**config.mk**
```make
export PLATFORM = sky130hd
export DESIGN_NAME = pipeline_hazard_ctrl
export DESIGN_NICKNAME = d
export VERILOG_FILES = /design/src/rtl/rv32im_ctrl_pkg.sv /design/src/rtl/sat_counter.sv /design/src/rtl/pipeline_hazard_ctrl.sv
export SDC_FILE = /design/constraint.sdc
export NUM_CORES = 1
export LEC_CHECK = 0
export ABC_AREA = 1
export BUFFER_PORTS_ARGS = -buffer_cell sky130_fd_sc_hd__buf_2
export CORE_ASPECT_RATIO = 1.5
export CORE_UTILIZATION = 45
export DETAILED_ROUTE_END_ITERATION = 6
export GPL_TIMING_DRIVEN = 0
export PLACE_DENSITY = 0.74
export SETUP_SLACK_MARGIN = 0.4
export SLEW_MARGIN = 20
export SYNTH_ARGS = -nofsm -noshare
export SYNTH_HDL_FRONTEND = slang
export SYNTH_SLANG_ARGS = --single-unit
```
**constraint.sdc**
```tcl
create_clock -name clk -period 2.6 [get_ports clk]
set_clock_uncertainty 0.2 [all_clocks]
set_input_delay 0.26 -clock clk [delete_from_list [all_inputs] [get_ports clk]]
set_output_delay 0.26 -clock clk [all_outputs]
set_load 0.05 [all_outputs]
```
**src/rtl/rv32im_ctrl_pkg.sv**
```systemverilog
// Shared definitions for the RV32IM pipeline control block:
// FSM encodings, parameter defaults, NOP encoding and the control-output bundle.
package rv32im_ctrl_pkg;

  localparam int          CNT_W_DEF      = 16;
  localparam int          MD_TIMEOUT_DEF = 64;

  // addi x0, x0, 0 -- what a flushed/bubbled register holds.
  localparam logic [31:0] NOP_INSN       = 32'h0000_0013;

  typedef enum logic {
    ST_RUN     = 1'b0,
    ST_MD_WAIT = 1'b1
  } state_e;

  // Pipeline register controls, one bundle so defaults and overrides stay in one place.
  typedef struct packed {
    logic pc_we;
    logic if_id_we;
    logic id_ex_we;
    logic ex_mem_we;
    logic if_id_flush;
    logic id_ex_flush;
    logic ex_mem_bubble;
    logic md_start;
  } ctrl_t;

  // Everything advances, nothing squashed.
  localparam ctrl_t CTRL_DEFAULT = 8'b1111_0000;
  // Held in reset: nothing loads, every register forced to NOP.
  localparam ctrl_t CTRL_RESET   = 8'b0000_1110;
  // Front end and the MD instruction in EX held; EX_MEM fills with a bubble.
  localparam ctrl_t CTRL_FREEZE  = 8'b0001_0010;

endpackage

```
**src/rtl/sat_counter.sv**
```systemverilog
// Saturating up-counter with asynchronous active-low clear.
module sat_counter #(
  parameter int W = 16
) (
  input  logic         clk,
  input  logic         rst_n,
  input  logic         inc,
  output logic [W-1:0] cnt
);

  // Count up on inc, sticking at all ones instead of wrapping.
  always_ff @(posedge clk or negedge rst_n) begin
    if (!rst_n)                 cnt <= '0;
    else if (inc && cnt != '1)  cnt <= cnt + W'(1);
  end

endmodule

```
**src/rtl/pipeline_hazard_ctrl.sv**
```systemverilog
// Central stall/flush sequencer: load-use stalls, branch redirect flushes,
// and the start/done handshake with the multi-cycle M-extension unit.
module pipeline_hazard_ctrl
  import rv32im_ctrl_pkg::*;
#(
  parameter int CNT_W      = CNT_W_DEF,
  parameter int MD_TIMEOUT = MD_TIMEOUT_DEF
) (
  input  logic             clk,
  input  logic             rst_n,
  input  logic [4:0]       id_rs1,
  input  logic [4:0]       id_rs2,
  input  logic             id_uses_rs1,
  input  logic             id_uses_rs2,
  input  logic [4:0]       ex_rd,
  input  logic             ex_mem_read,
  input  logic             ex_branch_select,
  input  logic             ex_md_op,
  input  logic             md_done,
  output logic             pc_write_en,
  output logic             if_id_write_en,
  output logic             id_ex_write_en,
  output logic             ex_mem_write_en,
  output logic             if_id_flush,
  output logic             id_ex_flush,
  output logic             ex_mem_bubble,
  output logic             md_start,
  output logic [CNT_W-1:0] stall_cnt,
  output logic [CNT_W-1:0] flush_cnt,
  output logic             md_err
);

  localparam int WC_W = $clog2(MD_TIMEOUT + 1);

  state_e          state;
  logic [WC_W-1:0] wait_cnt;
  logic            lu;
  logic            md_tmo;
  logic            stall_inc;
  logic            flush_inc;
  ctrl_t           ctl;

  // Load-use: a load in EX writes a register the ID instruction reads (x0 exempt).
  always_comb begin
    lu = ex_mem_read && (ex_rd != 5'd0) &&
         ((id_uses_rs1 && id_rs1 == ex_rd) || (id_uses_rs2 && id_rs2 == ex_rd));
  end

  assign md_tmo = (wait_cnt == WC_W'(MD_TIMEOUT));

  // Combinational control decode from state and current inputs; reset overrides all.
  always_comb begin
    ctl       = CTRL_DEFAULT;
    stall_inc = 1'b0;
    flush_inc = 1'b0;
    unique case (state)
      ST_RUN: begin
        if (ex_md_op) begin
          // The start cycle is itself a stall cycle.
          ctl          = CTRL_FREEZE;
          ctl.md_start = 1'b1;
          stall_inc    = 1'b1;
        end else if (ex_branch_select) begin
          ctl.if_id_flush = 1'b1;
          ctl.id_ex_flush = 1'b1;
          flush_inc       = 1'b1;
        end else if (lu) begin
          ctl.pc_we       = 1'b0;
          ctl.if_id_we    = 1'b0;
          ctl.id_ex_flush = 1'b1;
          stall_inc       = 1'b1;
        end
      end
      ST_MD_WAIT: begin
        // Release (done or timeout) uses default outputs so EX_MEM captures the result.
        if (!md_done && !md_tmo) begin
          ctl       = CTRL_FREEZE;
          stall_inc = 1'b1;
        end
      end
      default: ctl = CTRL_DEFAULT;
    endcase
    if (!rst_n) begin
      ctl       = CTRL_RESET;
      stall_inc = 1'b0;
      flush_inc = 1'b0;
    end
  end

  assign pc_write_en     = ctl.pc_we;
  assign if_id_write_en  = ctl.if_id_we;
  assign id_ex_write_en  = ctl.id_ex_we;
  assign ex_mem_write_en = ctl.ex_mem_we;
  assign if_id_flush     = ctl.if_id_flush;
  assign id_ex_flush     = ctl.id_ex_flush;
  assign ex_mem_bubble   = ctl.ex_mem_bubble;
  assign md_start        = ctl.md_start;

  // MD handshake FSM with wait counter and sticky timeout flag.
  always_ff @(posedge clk or negedge rst_n) begin
    if (!rst_n) begin
      state    <= ST_RUN;
      wait_cnt <= '0;
      md_err   <= 1'b0;
    end else begin
      unique case (state)
        ST_RUN: begin
          if (ex_md_op) begin
            state    <= ST_MD_WAIT;
            wait_cnt <= '0;
          end
        end
        ST_MD_WAIT: begin
          if (md_done) begin
            state    <= ST_RUN;
            wait_cnt <= '0;
          end else if (md_tmo) begin
            state    <= ST_RUN;
            wait_cnt <= '0;
            md_err   <= 1'b1;
          end else begin
            wait_cnt <= wait_cnt + WC_W'(1);
          end
        end
        default: state <= ST_RUN;
      endcase
    end
  end

  sat_counter #(.W(CNT_W)) u_stall_cnt (
    .clk   (clk),
    .rst_n (rst_n),
    .inc   (stall_inc),
    .cnt   (stall_cnt)
  );

  sat_counter #(.W(CNT_W)) u_flush_cnt (
    .clk   (clk),
    .rst_n (rst_n),
    .inc   (flush_inc),
    .cnt   (flush_cnt)
  );

endmodule

```
==> summary.txt <==
GRT
  – Initial antenna violation count: 0
  – Gr usage total: between 20% and 30%
  – Vias in the first global route: 2,618
  – Largest net degree at the start of global routing: 42
  – GR Overflow Total: 0
  – First-pass GRT wire length: about 11,000 um

Floorplanning
  – IO Pins: 64
  – Chip height: about 96 um
  – Die span in x: between 60 and 70 um
  – Std cell rows: 33
  – Core Area: ~5500 sq um
  – Effective utilization at floorplan: a little under half
  – Die area: ~6000 sq um

Timing
  – Final WS setup: ~0.24 ns
  – Final Setup Violations: 0
  – Max Slew Vio Count: 0
  – Hold Slack: between 0.07 and 0.08 ns
  – Worst Tran Pin Value: around 0.5 ns
  – Slew HR: 67.31%
  – Crit path time final: approximately 2.4 ns
  – RSZ-0062 raised after global routing: true
  – Final setup TNS: 0 ns
  – Fin crit share: between 90% and 100%
  – Final hold violations: 0
  – FMAX: 0.4243 GHz

Min path
  – Hold Startpoint: md_done
  – Tightest Hold Check Type: input port to flip-flop

Placement
  – Placed cell count: 500
  – DP HPWL: approximately 4800 um
  – Port Buffer Count: 63
  – Post-place setup slack: 0.02647 ns
  – RePlAce Congestion: between 0.8 and 0.9
  – DP Area: 3064 sq um

Finish
  – Finished Layout Cells: 528
  – Layout area overhead: 29.83%
  – Share of layout cells above drive strength 1: roughly 30%
  – Core Util, Final: between 60% and 70%
  – Most common cell after layout, fill and taps aside: nand2_1
  – Finished Cell Area: approximately 3400 sq um
  – Commonest cells after routing, fill and taps aside: nand2_1, buf_2, inv_1
  – N_diodes: 0
  – # nets final: approximately 480

Logic synthesis
  – Distinct cells, synth: 33
  – Register bit total from synthesis: 41
  – Sequential share of the synthesized area: between 30% and 40%
  – Post-Synthesis Cells: about 370
  – Yosys top cell area share: just under 40%
  – Area leader, netlist: dfrtp_1
  – Syn avg cell area: roughly 7.2 sq um
  – Area contributors post-synth: dfrtp_1, nand2_1, inv_1, xor2_1, nand4_1
  – Syn nets: roughly 390
  – Netlist Area Pre-Place: roughly 2600 sq um
  – Ys Warns: 0

Routing
  – First drt pass iteration count: 4
  – Drt wl/cell: 13.06 um
  – DRC: 0
  – Routed wire length: about 6900 um
  – First DRT Iteration DRCs: about 170
  – Via Count: 2,715
  – DR vias/cell: between 5 and 6
  – Detail Route Antenna Nets: 0

Critical path
  – CP arrival: between 1.5 and 2 ns
  – Worst Setup End Kind: output pin
  – Worst path required time: roughly 2.1 ns
  – Crit path launch: wait_cnt[3]
  – Worst Path Max Fanout: 4
  – Type of origin of the critical path: flip-flop
  – Crit path kind: flip-flop to output pin
  – RR Startpoint: u_stall_cnt.cnt[0]

CTS
  – Clock Latency Late Sink: around 0.30 ns
  – Htree depth: 2
  – Clock Sinks: around 40
  – Clock transition at path regs: around 0.080 ns
  – Root Driver: clkbuf_8
  – CTS tree: done
  – Longest Clk Path Bufs: 2
  – CTS Buf Count: 5

Run status
  – Outcome: finished, final reports clean

Power
  – P per Cell Area: 658.1 nW/um^2
  – P_leak: between 1.5 and 2 nW
  – Tot Pwr: 2.250 mW
  – VDD IR-drop max: between 400 and 500 uV

Flow run
  – Maxcap violations: 0
==> power breakdown <==
| part | switching (mW) | total (mW) | internal [mW] |
|---|---|---|---|
| clock network | 0.242 | 0.427 | 0.186 |
| registers | 0.123 | 0.857 | 0.734 |
| logic | 0.640 | 0.966 | 0.326 |
| total | 1.00 | 2.25 | 1.25 |
==> worst max-delay path, stage by stage, from the launching register on <==
cell and delay, ns:
dfrtp_1 0.43, nor2_2 0.18, nand2_4 0.08, o21ai_4 0.13, inv_2 0.05, a21oi_2 0.15
inv_2 0.08, nor2_4 0.12, nand2_2 0.07, clkinvlp_4 0.09, buf_8 0.09, buf_12 0.12
==> registers in the layout, summed over array words and instances, names as in the netlist <==
name             cells
u_flush_cnt.cnt     16
u_stall_cnt.cnt     16
wait_cnt             7
md_err               1
state                1
==> cells by family (layout without fill, tap and decap cells) <==
| kind of cell | after synthesis | count (layout) | synth area share (%) |
|---|---|---|---|
| AO/OA/AOI/OAI | 18 | 18 | 3.848 |
| XOR/XNOR | 23 | 23 | 7.648 |
| adder cells (fa/ha/maj) | 4 | 4 | 1.900 |
| buffers and inverters | 66 | 157 | 10.59 |
| flip-flops | 41 | 41 | 38.95 |
| AND/OR/NAND/NOR | 215 | 215 | 37.06 |
==> Yosys cell counts <==
library cell and count:
a21o_1 1, a21oi_1 4, a21oi_2 1, a31o_2 1
buf_1 1, buf_2 1, buf_4 4, buf_6 2
clkbuf_1 1, clkinv_1 1, dfrtp_1 41, ha_1 4
inv_1 50, inv_2 6, nand2_1 113, nand2_2 2
nand3_1 20, nand3_2 2, nand3b_1 3, nand4_1 21
nor2_1 30, nor2_2 4, nor2_4 2, nor3_1 13
nor3_2 2, nor3b_1 1, nor4_1 1, o21ai_0 8
o21ai_1 2, o22ai_1 1, or2_2 1, xnor2_1 7
xor2_1 16
==> repair_timing <==
action                                  in CTS  in global routing
hold buffers                                 2                  0
endpoints found under the setup margin       9                 15
cloned                                       0                  1
resized for setup                           10                 22
pin swaps                                    2                  5
hold endpoints to repair                    41                  0
buffers inserted                             7                 10
==> final timing paths <==
check                           cells past startpoint  slack [ns]                  to
worst min-delay path                                4        0.07         wait_cnt[1]
worst max register to register                     11        0.50  u_stall_cnt.cnt[2]
worst min register to register                      1        0.26              md_err
min in group asynchronous                           3        0.39  u_stall_cnt.cnt[5]
max in group asynchronous                           3        1.58  u_stall_cnt.cnt[1]
worst max-delay path                               11        0.24         pc_write_en
==> routing by layer <==
layer / GRT usage [%] / wire length (um) / up-vias
met5: 0 / 0 / -
met4: 11.11 / 183 / 0
met3: 2.962 / 299 / 16
met2: 44.12 / 3685 / 93
met1: 25.47 / 2728 / 1272
li1: - / - / 1334
==> layout make-up <==
cell class	instances	area, sq um
fillers	528	2113
multi-input cells	260	1400
flip-flops and latches	41	1028
repair buffers	83	524.3
inverters	57	217.7
well taps	70	87.58
plain buffers	9	75.07
clock buffers	5	68.82
clock inverters	3	17.52
Power figures use the tool's default switching activity.
